**config.mk**
```make
export PLATFORM = sky130hd
export DESIGN_NAME = thread_offset_table_flat
export DESIGN_NICKNAME = d
export VERILOG_FILES = /design/src/rtl/thread_offset_table_if.sv /design/src/rtl/thread_offset_table.sv /design/src/flat_wrapper.sv
export SDC_FILE = /design/constraint.sdc
export NUM_CORES = 1
export LEC_CHECK = 0
export BUFFER_PORTS_ARGS = -buffer_cell sky130_fd_sc_hd__buf_2
export CAP_MARGIN = 5
export CELL_PAD_IN_SITES_DETAIL_PLACEMENT = 1
export CELL_PAD_IN_SITES_GLOBAL_PLACEMENT = 1
export CORE_MARGIN = 3
export CORE_UTILIZATION = 53
export CTS_BUF_LIST = sky130_fd_sc_hd__clkbuf_4
export CTS_CLUSTER_SIZE = 8
export DETAILED_ROUTE_END_ITERATION = 6
export PLACE_DENSITY = 0.92
export SLEW_MARGIN = 10
export SYNTH_ARGS = -nofsm -noshare
export SYNTH_HDL_FRONTEND = slang
export SYNTH_SLANG_ARGS = --single-unit
export TNS_END_PERCENT = 5
```
**constraint.sdc**
```tcl
create_clock -name clock -period 9.63 [get_ports clock]
set_input_delay 1.926 -clock clock [delete_from_list [all_inputs] [get_ports clock]]
set_output_delay 1.926 -clock clock [all_outputs]
set_load 0.02 [all_outputs]
```
**src/rtl/thread_offset_table_if.sv**
```systemverilog
// Bundle between the offset table and its neighbours: address/config inputs, aligned offset-select outputs.
// Master drives decode and config; slave is the offset table.
interface thread_offset_table_if #(
  parameter int WORD_WIDTH        = 10,
  parameter int INCR_WIDTH        = 4,
  parameter int THREAD_ADDR_WIDTH = 3
);
  logic                         in_valid;
  logic [WORD_WIDTH-1:0]        addr_in;
  logic                         is_indirect;
  logic                         cfg_wren;
  logic [THREAD_ADDR_WIDTH-1:0] cfg_thread;
  logic [WORD_WIDTH-1:0]        cfg_offset;
  logic [INCR_WIDTH-1:0]        cfg_increment;
  logic [WORD_WIDTH-1:0]        addr_out;
  logic [WORD_WIDTH-1:0]        offset;
  logic                         use_raw_addr;
  logic                         valid_out;
  logic [THREAD_ADDR_WIDTH-1:0] thread_out;

  modport master (
    output in_valid, addr_in, is_indirect, cfg_wren, cfg_thread, cfg_offset, cfg_increment,
    input  addr_out, offset, use_raw_addr, valid_out, thread_out
  );

  modport slave (
    input  in_valid, addr_in, is_indirect, cfg_wren, cfg_thread, cfg_offset, cfg_increment,
    output addr_out, offset, use_raw_addr, valid_out, thread_out
  );
endinterface

```
**src/rtl/thread_offset_table.sv**
```systemverilog
// Round-robin per-thread offset table with post-increment on indirect accesses.
// Latency 1 cycle, all outputs aligned; no backpressure, never stalls.
module thread_offset_table #(
  parameter int WORD_WIDTH        = 10,
  parameter int INCR_WIDTH        = 4,
  parameter int THREAD_COUNT      = 8,
  parameter int THREAD_ADDR_WIDTH = 3
) (
  input logic                   clock,
  input logic                   reset_n,
  thread_offset_table_if.slave  bus
);

  logic [THREAD_ADDR_WIDTH-1:0] r_thread;
  logic [WORD_WIDTH-1:0]        r_offset_mem [THREAD_COUNT];
  logic [INCR_WIDTH-1:0]        r_incr_mem   [THREAD_COUNT];

  logic [WORD_WIDTH-1:0]        r_addr_out;
  logic [WORD_WIDTH-1:0]        r_offset;
  logic                         r_use_raw_addr;
  logic                         r_valid_out;
  logic [THREAD_ADDR_WIDTH-1:0] r_thread_out;

  logic                         w_post_inc;
  logic [WORD_WIDTH-1:0]        w_cur_offset;
  logic [INCR_WIDTH-1:0]        w_cur_incr;
  logic [WORD_WIDTH-1:0]        w_incr_ext;
  logic [WORD_WIDTH-1:0]        w_next_offset;

  assign w_post_inc    = bus.in_valid & bus.is_indirect;
  assign w_cur_offset  = r_offset_mem[r_thread];
  assign w_cur_incr    = r_incr_mem[r_thread];
  assign w_incr_ext    = {{(WORD_WIDTH-INCR_WIDTH){w_cur_incr[INCR_WIDTH-1]}}, w_cur_incr};
  assign w_next_offset = w_cur_offset + w_incr_ext;

  always_ff @(posedge clock or negedge reset_n) begin
    if (!reset_n) begin
      r_thread <= '0;
    end else if (r_thread == THREAD_ADDR_WIDTH'(THREAD_COUNT-1)) begin
      r_thread <= '0;
    end else begin
      r_thread <= r_thread + THREAD_ADDR_WIDTH'(1);
    end
  end

  // Config beats post-increment on the same entry; a cfg_thread beyond the
  // table matches no entry and is dropped.
  always_ff @(posedge clock or negedge reset_n) begin
    if (!reset_n) begin
      for (int i = 0; i < THREAD_COUNT; i++) begin
        r_offset_mem[i] <= '0;
        r_incr_mem[i]   <= '0;
      end
    end else begin
      for (int i = 0; i < THREAD_COUNT; i++) begin
        if (bus.cfg_wren && (bus.cfg_thread == THREAD_ADDR_WIDTH'(i))) begin
          r_offset_mem[i] <= bus.cfg_offset;
          r_incr_mem[i]   <= bus.cfg_increment;
        end else if (w_post_inc && (r_thread == THREAD_ADDR_WIDTH'(i))) begin
          r_offset_mem[i] <= w_next_offset;
        end
      end
    end
  end

  // Emitted offset is the pre-increment / pre-config value.
  always_ff @(posedge clock or negedge reset_n) begin
    if (!reset_n) begin
      r_addr_out     <= '0;
      r_offset       <= '0;
      r_use_raw_addr <= 1'b1;
      r_valid_out    <= 1'b0;
      r_thread_out   <= '0;
    end else begin
      r_addr_out     <= bus.addr_in;
      r_offset       <= w_cur_offset;
      r_use_raw_addr <= ~w_post_inc;
      r_valid_out    <= bus.in_valid;
      r_thread_out   <= r_thread;
    end
  end

  assign bus.addr_out     = r_addr_out;
  assign bus.offset       = r_offset;
  assign bus.use_raw_addr = r_use_raw_addr;
  assign bus.valid_out    = r_valid_out;
  assign bus.thread_out   = r_thread_out;

endmodule

```
**src/flat_wrapper.sv**
```systemverilog
// flat-port wrapper written by rule: the top's interface ports become plain ports
module thread_offset_table_flat 
#(
  parameter int WORD_WIDTH        = 10,
  parameter int INCR_WIDTH        = 4,
  parameter int THREAD_COUNT      = 8,
  parameter int THREAD_ADDR_WIDTH = 3
)
  (clock, reset_n, bus_in_valid, bus_addr_in, bus_is_indirect, bus_cfg_wren, bus_cfg_thread, bus_cfg_offset, bus_cfg_increment, bus_addr_out, bus_offset, bus_use_raw_addr, bus_valid_out, bus_thread_out);
  thread_offset_table_if #(.WORD_WIDTH(WORD_WIDTH), .INCR_WIDTH(INCR_WIDTH), .THREAD_ADDR_WIDTH(THREAD_ADDR_WIDTH)) bus_i ();
  input logic clock;
  input logic reset_n;
  input wire logic [$bits(bus_i.in_valid)-1:0] bus_in_valid;
  input wire logic [$bits(bus_i.addr_in)-1:0] bus_addr_in;
  input wire logic [$bits(bus_i.is_indirect)-1:0] bus_is_indirect;
  input wire logic [$bits(bus_i.cfg_wren)-1:0] bus_cfg_wren;
  input wire logic [$bits(bus_i.cfg_thread)-1:0] bus_cfg_thread;
  input wire logic [$bits(bus_i.cfg_offset)-1:0] bus_cfg_offset;
  input wire logic [$bits(bus_i.cfg_increment)-1:0] bus_cfg_increment;
  output wire logic [$bits(bus_i.addr_out)-1:0] bus_addr_out;
  output wire logic [$bits(bus_i.offset)-1:0] bus_offset;
  output wire logic [$bits(bus_i.use_raw_addr)-1:0] bus_use_raw_addr;
  output wire logic [$bits(bus_i.valid_out)-1:0] bus_valid_out;
  output wire logic [$bits(bus_i.thread_out)-1:0] bus_thread_out;
  assign bus_i.in_valid = bus_in_valid;
  assign bus_i.addr_in = bus_addr_in;
  assign bus_i.is_indirect = bus_is_indirect;
  assign bus_i.cfg_wren = bus_cfg_wren;
  assign bus_i.cfg_thread = bus_cfg_thread;
  assign bus_i.cfg_offset = bus_cfg_offset;
  assign bus_i.cfg_increment = bus_cfg_increment;
  assign bus_addr_out = bus_i.addr_out;
  assign bus_offset = bus_i.offset;
  assign bus_use_raw_addr = bus_i.use_raw_addr;
  assign bus_valid_out = bus_i.valid_out;
  assign bus_thread_out = bus_i.thread_out;
  thread_offset_table #(.WORD_WIDTH(WORD_WIDTH), .INCR_WIDTH(INCR_WIDTH), .THREAD_COUNT(THREAD_COUNT), .THREAD_ADDR_WIDTH(THREAD_ADDR_WIDTH)) u_core (.clock(clock), .reset_n(reset_n), .bus(bus_i));
endmodule
```
Word-level counts from Yosys, hierarchy flattened
Index checks and enable logic that the tools add are counted.
- logic and storage cells: 91
- register bits: 140
- output and inout bits: 25
- add/sub/neg operators: 2
- multiplexer cells: 23
- $lt $le $gt $ge: 1
- equal/unequal tests: 14
- bitwise logic cells: 3
- reductions and logical operators: 26
- operators by type and width (kind ; number):
    $mux 10 ; 18
    $bmux 10 s3 ; 1
    $eq 3x3->1 const B ; 8
    $logic_and 1x1->1 ; 16
    $reduce_bool 2->1 ; 8
    $bmux 4 s3 ; 1
    $eq 3x2->1 const B ; 4
    $add 10x10->10 ; 1
    $mux 4 ; 2
    $eq 3x1->1 const B ; 2
    $logic_not 3->1 ; 2
    $ge 4x4->1 const B ; 1
    $not 3->4 ; 1
    $add 3x1->3 const B ; 1
    $mux 3 ; 1
    $and 1x1->1 ; 1
    $not 1->1 ; 1

Logic depth before layout (Yosys ltp)
- word-level depth: 7
- depth in mapped cells: 14

Worst setup path before layout
OpenSTA, ideal clock, no wires.
- path type: register to register
- from: reg u_core.r_thread[0]
- to: reg u_core.r_offset_mem[19] (netlist bit)
- clock period less this slack: 3.369 ns
- slack: 6.261 ns
- path buffers: 3
- cell stages (with the launch flop): 14
- setup time: 0.142 ns
- data arrival time: 3.227 ns
- required time: 9.488 ns
- cell sequence: dfrtp_1 -> buf_2 -> buf_2 -> mux4_2 -> nand2_1 -> nand2_1 -> ha_1 -> and2_4 -> a221oi_2 -> a211oi_1 -> or3_1 -> buf_6 -> nand4_1 -> a31oi_1
- cells in the longest elaborated chain, start to end: 7
- elaborated cells between the ends (all ways): 13
- classes of those cells: 1 x add/sub; 1 x eq/ne; 8 x mux; 1 x bitwise; 2 x reduce/logical
- ends and longest elaborated chain (element ; RTL line ; text):
    start: declaration ; thread_offset_table.sv:14 ; logic [THREAD_ADDR_WIDTH-1:0] r_thread;
    start signal: assignment ; thread_offset_table.sv:42 ; r_thread <= r_thread + THREAD_ADDR_WIDTH'(1);
    $not 3->4 (implied by the code) ; thread_offset_table.sv:31 ; assign w_cur_offset = r_offset_mem[r_thread];
    $bmux 10 s3 ; thread_offset_table.sv:31 ;
    $mux 10 (implied by the code) (2 in series) ; thread_offset_table.sv:31 ;
    net u_core.w_cur_offset[3] ; thread_offset_table.sv:25 ; logic [WORD_WIDTH-1:0] w_cur_offset;
    $add 10x10->10 ; thread_offset_table.sv:34 ; assign w_next_offset = w_cur_offset + w_incr_ext;
    $mux 10 ; thread_offset_table.sv:59 ; end else if (w_post_inc && (r_thread == THREAD_ADDR_WIDTH'(i))) begin
    $mux 10 ; thread_offset_table.sv:56 ; if (bus.cfg_wren && (bus.cfg_thread == THREAD_ADDR_WIDTH'(i))) begin
    end signal: indexed assignment ; thread_offset_table.sv:57 ; r_offset_mem[i] <= bus.cfg_offset;
    end signal: indexed assignment ; thread_offset_table.sv:60 ; r_offset_mem[i] <= w_next_offset;
    end: declaration ; thread_offset_table.sv:15 ; logic [WORD_WIDTH-1:0] r_offset_mem [THREAD_COUNT];
The timed path passes the listed nets, and every way through them passes these cells. The select of a mux whose other input is x is not followed.
A chain may end at the register's enable or synchronous reset.

Worst setup path after layout
- from: reg u_core.r_thread[1]
- to: reg u_core.r_offset_mem[9] (netlist bit)
- cells in the longest elaborated chain, start to end: 7
- elaborated cells between the ends (all ways): 13
- classes of those cells: 1 x add/sub; 1 x eq/ne; 8 x mux; 1 x bitwise; 2 x reduce/logical
- ends and longest elaborated chain (element ; RTL line):
    $not 3->4 (implied by the code) ; thread_offset_table.sv:31, thread_offset_table.sv:32
    $bmux 10 s3 or $bmux 4 s3 (tied branches) ; thread_offset_table.sv:31, thread_offset_table.sv:32
    $mux 10 (implied by the code) or $mux 4 (tied branches) (2 in series) ; thread_offset_table.sv:31, thread_offset_table.sv:32
    $add 10x10->10 ; thread_offset_table.sv:34
    $mux 10 ; thread_offset_table.sv:59
    $mux 10 ; thread_offset_table.sv:56
Several ways; a longest one is shown, not always the timed one. The select of a mux whose other input is x is not followed.

==> flow_summary_export.csv <==
group,metric,value,unit
run_status,status,"finished, violations left",
run_status,violations,"DRC",
layout,drive_gt1_share,23.04,%
synth,netlist_area,7139,µm²
detailed_routing,via_per_inst,6.490,
grt,grt_pass1_wl,34510,µm
detailed_routing,dr_total_vias,5770,
sta,relSlewSlack,27.37,%
grt,grt_max_degree,73,
layout,area_delta_synth_final,8.500,%
synth,yosysSeqAreaShare,49.09,%
placed_design,dp_hpwl,14600,µm
sta,clock-skew-final,0.01425,ns
cts,cts_tree,"yes",
floorplan,core,12880,µm²
sta,slew_violations,0,
detailed_routing,ant_nets,0,
worst_setup_path,startpoint_type,"flop",
sta,hold_violations,0,
sta,finalCriticalPeriod,4.371,ns
synth,yosys_warnings,0,
synth,synth_xor_xnor_area_share,1.472,%
sta,setup_viol,0,
worst_setup_path,worstSetupPathType,"reg2reg",
layout,ff_latch_area,3506,µm²
grt,grt.met3_usage,8.728,%
job,drv_cap,0,
worst_setup_path,end_kind,"flop",
grt,grt_use_met1,37.28,%
detailed_routing,drt_wl_total,21920,µm
grt,gr-total-overflow,0,
layout,fin_nets,752,
synth,yosysUniqueCellTypes,46,
layout,fillers,1408,
sta,tns,0,ns
grt,use_met2,51.21,%
cts,cts_hold_buf,0,
power,p_total,1.822,mW
power,p_per_area,235.2,nW/µm²
sta,fmax,0.2288,GHz
sta,grt_setup_unrepaired,"no",
cts,clock_latency,0.56,ns
detailed_routing,drc,2,
layout,layout_commonest_cell,"dfrtp_1",
cts,root_buffer,"clkbuf_4",
synth,synth_top_family_by_area,"multiplexers",
sta,finalCritPeriodShare,45.39,%
synth,ys_ff_latch,140,
synth,synth_compound_area_share,10.64,%
cts,post_cts_resized,0,
synth,syn_avg_cell_area,10.67,µm²
synth,synthArstFlopShare,100.0,%
cts,numCtsBuffers,17,
synth,synth-simple-area-share,12.25,%
hold_path,hold_path.class,"reg2reg",
synth,syn_nets,717,
worst_setup_path,arrival,4.84,ns
detailed_routing,dr.pass1.iters,7,
synth,synth_edf_count,0,
grt,grt_pass1_vias,6435,
grt,busiest_layer,"met2",
cts,cts_sinks,140,
grt,grt_usage,31.14,%
synth,synth_ff_type,"dfrtp_1",
cts,cts.htree.levels,4,
floorplan,die_x,122.1,µm
worst_setup_path,worstPathMaxFanout,18,
placed_design,io_buffer_count,56,
floorplan,die-area,14900,µm²
detailed_routing,wl_per_cell,24.66,µm
layout,final_cell_mix,"dfrtp_1, nand2_1, nor2_1",
floorplan,initial_core_util,55.45,%
detailed_routing,dr.first_iter.drc_count,529,
synth,synth_mux_area_share,20.12,%
cts,path_clk_slew,0.12,ns
sta,tightest_slew,1.089,ns
floorplan,die_h,122.1,µm
synth,synth-adder-area-share,2.909,%
floorplan,rows,41,
worst_setup_path,required,10.10,ns
power,leakagePower,3.604,nW
power,ir_drop,0.0001207,V
floorplan,ios,57,
layout,multi_input_area,3393,µm²
synth,synthCells,669,
placed_design,gp_congestion,0.8870,
grt,antenna_found_initial,1,
cts,clockBufferDepth,2,
cts,postCtsSetupRepairBufs,0,
-- routing by layer --
| layer | part of all wire [%] | routed length, µm | vias up |
|---|---|---|---|
| li1 | - | - | 2432 |
| met1 | 39 | 8473 | 2962 |
| met2 | 49 | 10820 | 286 |
| met3 | 7.5 | 1640 | 90 |
| met4 | 4.5 | 985 | 0 |
| met5 | 0 | 0 | - |
-- critical path, stage by stage, from the launching register on --
cell,delay [ns]
dfrtp_1,0.89
buf_4,0.45
mux4_2,0.56
nand2_1,0.09
nand2_1,0.19
ha_1,0.42
and2_4,0.19
a221oi_2,0.34
a211oi_1,0.17
o21ai_1,0.53
nand3_1,0.19
a31oi_1,0.27
-- cell usage after synthesis, types with 2 or more instances --
master | count | area share, %
o31ai_1 | 4 | 0.42
xnor2_1 | 8 | 0.98
xor2_1 | 4 | 0.49
nand3_1 | 6 | 0.42
nor2_1 | 73 | 3.8
ha_1 | 15 | 2.6
inv_1 | 7 | 0.37
clkbuf_2 | 7 | 0.49
buf_6 | 2 | 0.32
mux4_2 | 30 | 9.5
mux2i_1 | 40 | 5.6
o21ai_0 | 38 | 2.7
nand2_1 | 91 | 4.8
nand4_1 | 7 | 0.61
dfrtp_1 | 139 | 49
a21o_1 | 3 | 0.32
a211oi_1 | 2 | 0.21
buf_1 | 6 | 0.32
o21ai_1 | 3 | 0.21
or2_2 | 3 | 0.26
and3b_1 | 4 | 0.49
nand2b_1 | 5 | 0.44
mux2_2 | 32 | 5.0
a21oi_1 | 71 | 5.0
nor4_1 | 2 | 0.18
and2_1 | 3 | 0.26
clkbuf_1 | 25 | 1.3
nor3_1 | 5 | 0.35
a31oi_1 | 9 | 0.79
buf_2 | 9 | 0.63
-- where the power goes --
part,leakage (nW),switching (mW),internal [mW],total (mW)
clock network,0.140,0.211,0.148,0.359
registers,1.67,0.106,0.749,0.855
logic,1.80,0.348,0.261,0.608
total,3.60,0.664,1.16,1.82
-- cell families (layout without fill, tap and decap cells) --
| logic type | Yosys count | after routing |
|---|---|---|
| AOI/OAI and AO/OA | 137 | 137 |
| muxes | 102 | 102 |
| DFF | 140 | 140 |
| other | 0 | 1 |
| adders and majority gates | 16 | 16 |
| buffers and inverters | 57 | 104 |
| and+or+nand+nor | 205 | 205 |
| xor gates and xnor gates | 12 | 12 |
-- layout make-up --
type	instances	area share [%]
inverter	8	0.4200
clock inverter	13	1.389
clock buffer	18	1.744
sequential	140	45.26
multi-input combinational	472	43.81
antenna	1	0.03230
timing repair buffer	65	4.571
tap	172	2.778
-- registers in the layout, indices dropped and copies added, names as in the netlist --
signal,count
u_core.bus.addr_out,10
u_core.bus.offset,10
u_core.bus.thread_out,3
u_core.bus.use_raw_addr,1
u_core.bus.valid_out,1
u_core.r_incr_mem,32
u_core.r_offset_mem,80
u_core.r_thread,3
-- path summary, 6_finish.rpt --
| kind | slack [ns] | endpoint | cells past startpoint | startpoint |
|---|---|---|---|---|
| setup / recovery | 5.26 | u_core.r_offset_mem[9]$_DFFE_PN0P_ | 11 | u_core.r_thread[1]$_DFF_PN0_ |
| hold / removal | 0.52 | u_core.r_incr_mem[21]$_DFFE_PN0P_ | 1 | u_core.r_incr_mem[21]$_DFFE_PN0P_ |
| setup reg to reg | 5.26 | u_core.r_offset_mem[9]$_DFFE_PN0P_ | 11 | u_core.r_thread[1]$_DFF_PN0_ |
| hold reg to reg | 0.52 | u_core.r_incr_mem[21]$_DFFE_PN0P_ | 1 | u_core.r_incr_mem[21]$_DFFE_PN0P_ |
| max in group asynchronous | 6.88 | u_core.r_offset_mem[12]$_DFFE_PN0P_ | 2 | reset_n |
| min in group asynchronous | 1.36 | u_core.r_offset_mem[59]$_DFFE_PN0P_ | 1 | reset_n |
-- through the flow --
step	hold WS [ns]	instances	area, µm²	worst slack [ns]	util (%)
6_report	0.5202	889	7746	5.259	60.16
3_3_place_gp	0.4822	857	7501	5.753	58.25
3_5_place_dp	0.4959	857	7501	5.435	58.25
4_1_cts	0.5218	888	7744	5.410	60.14
2_1_floorplan	0.3981	669	7139	6.261	-
5_1_grt	0.5390	889	7746	5.093	60.16
Power figures use the tool's default switching activity.
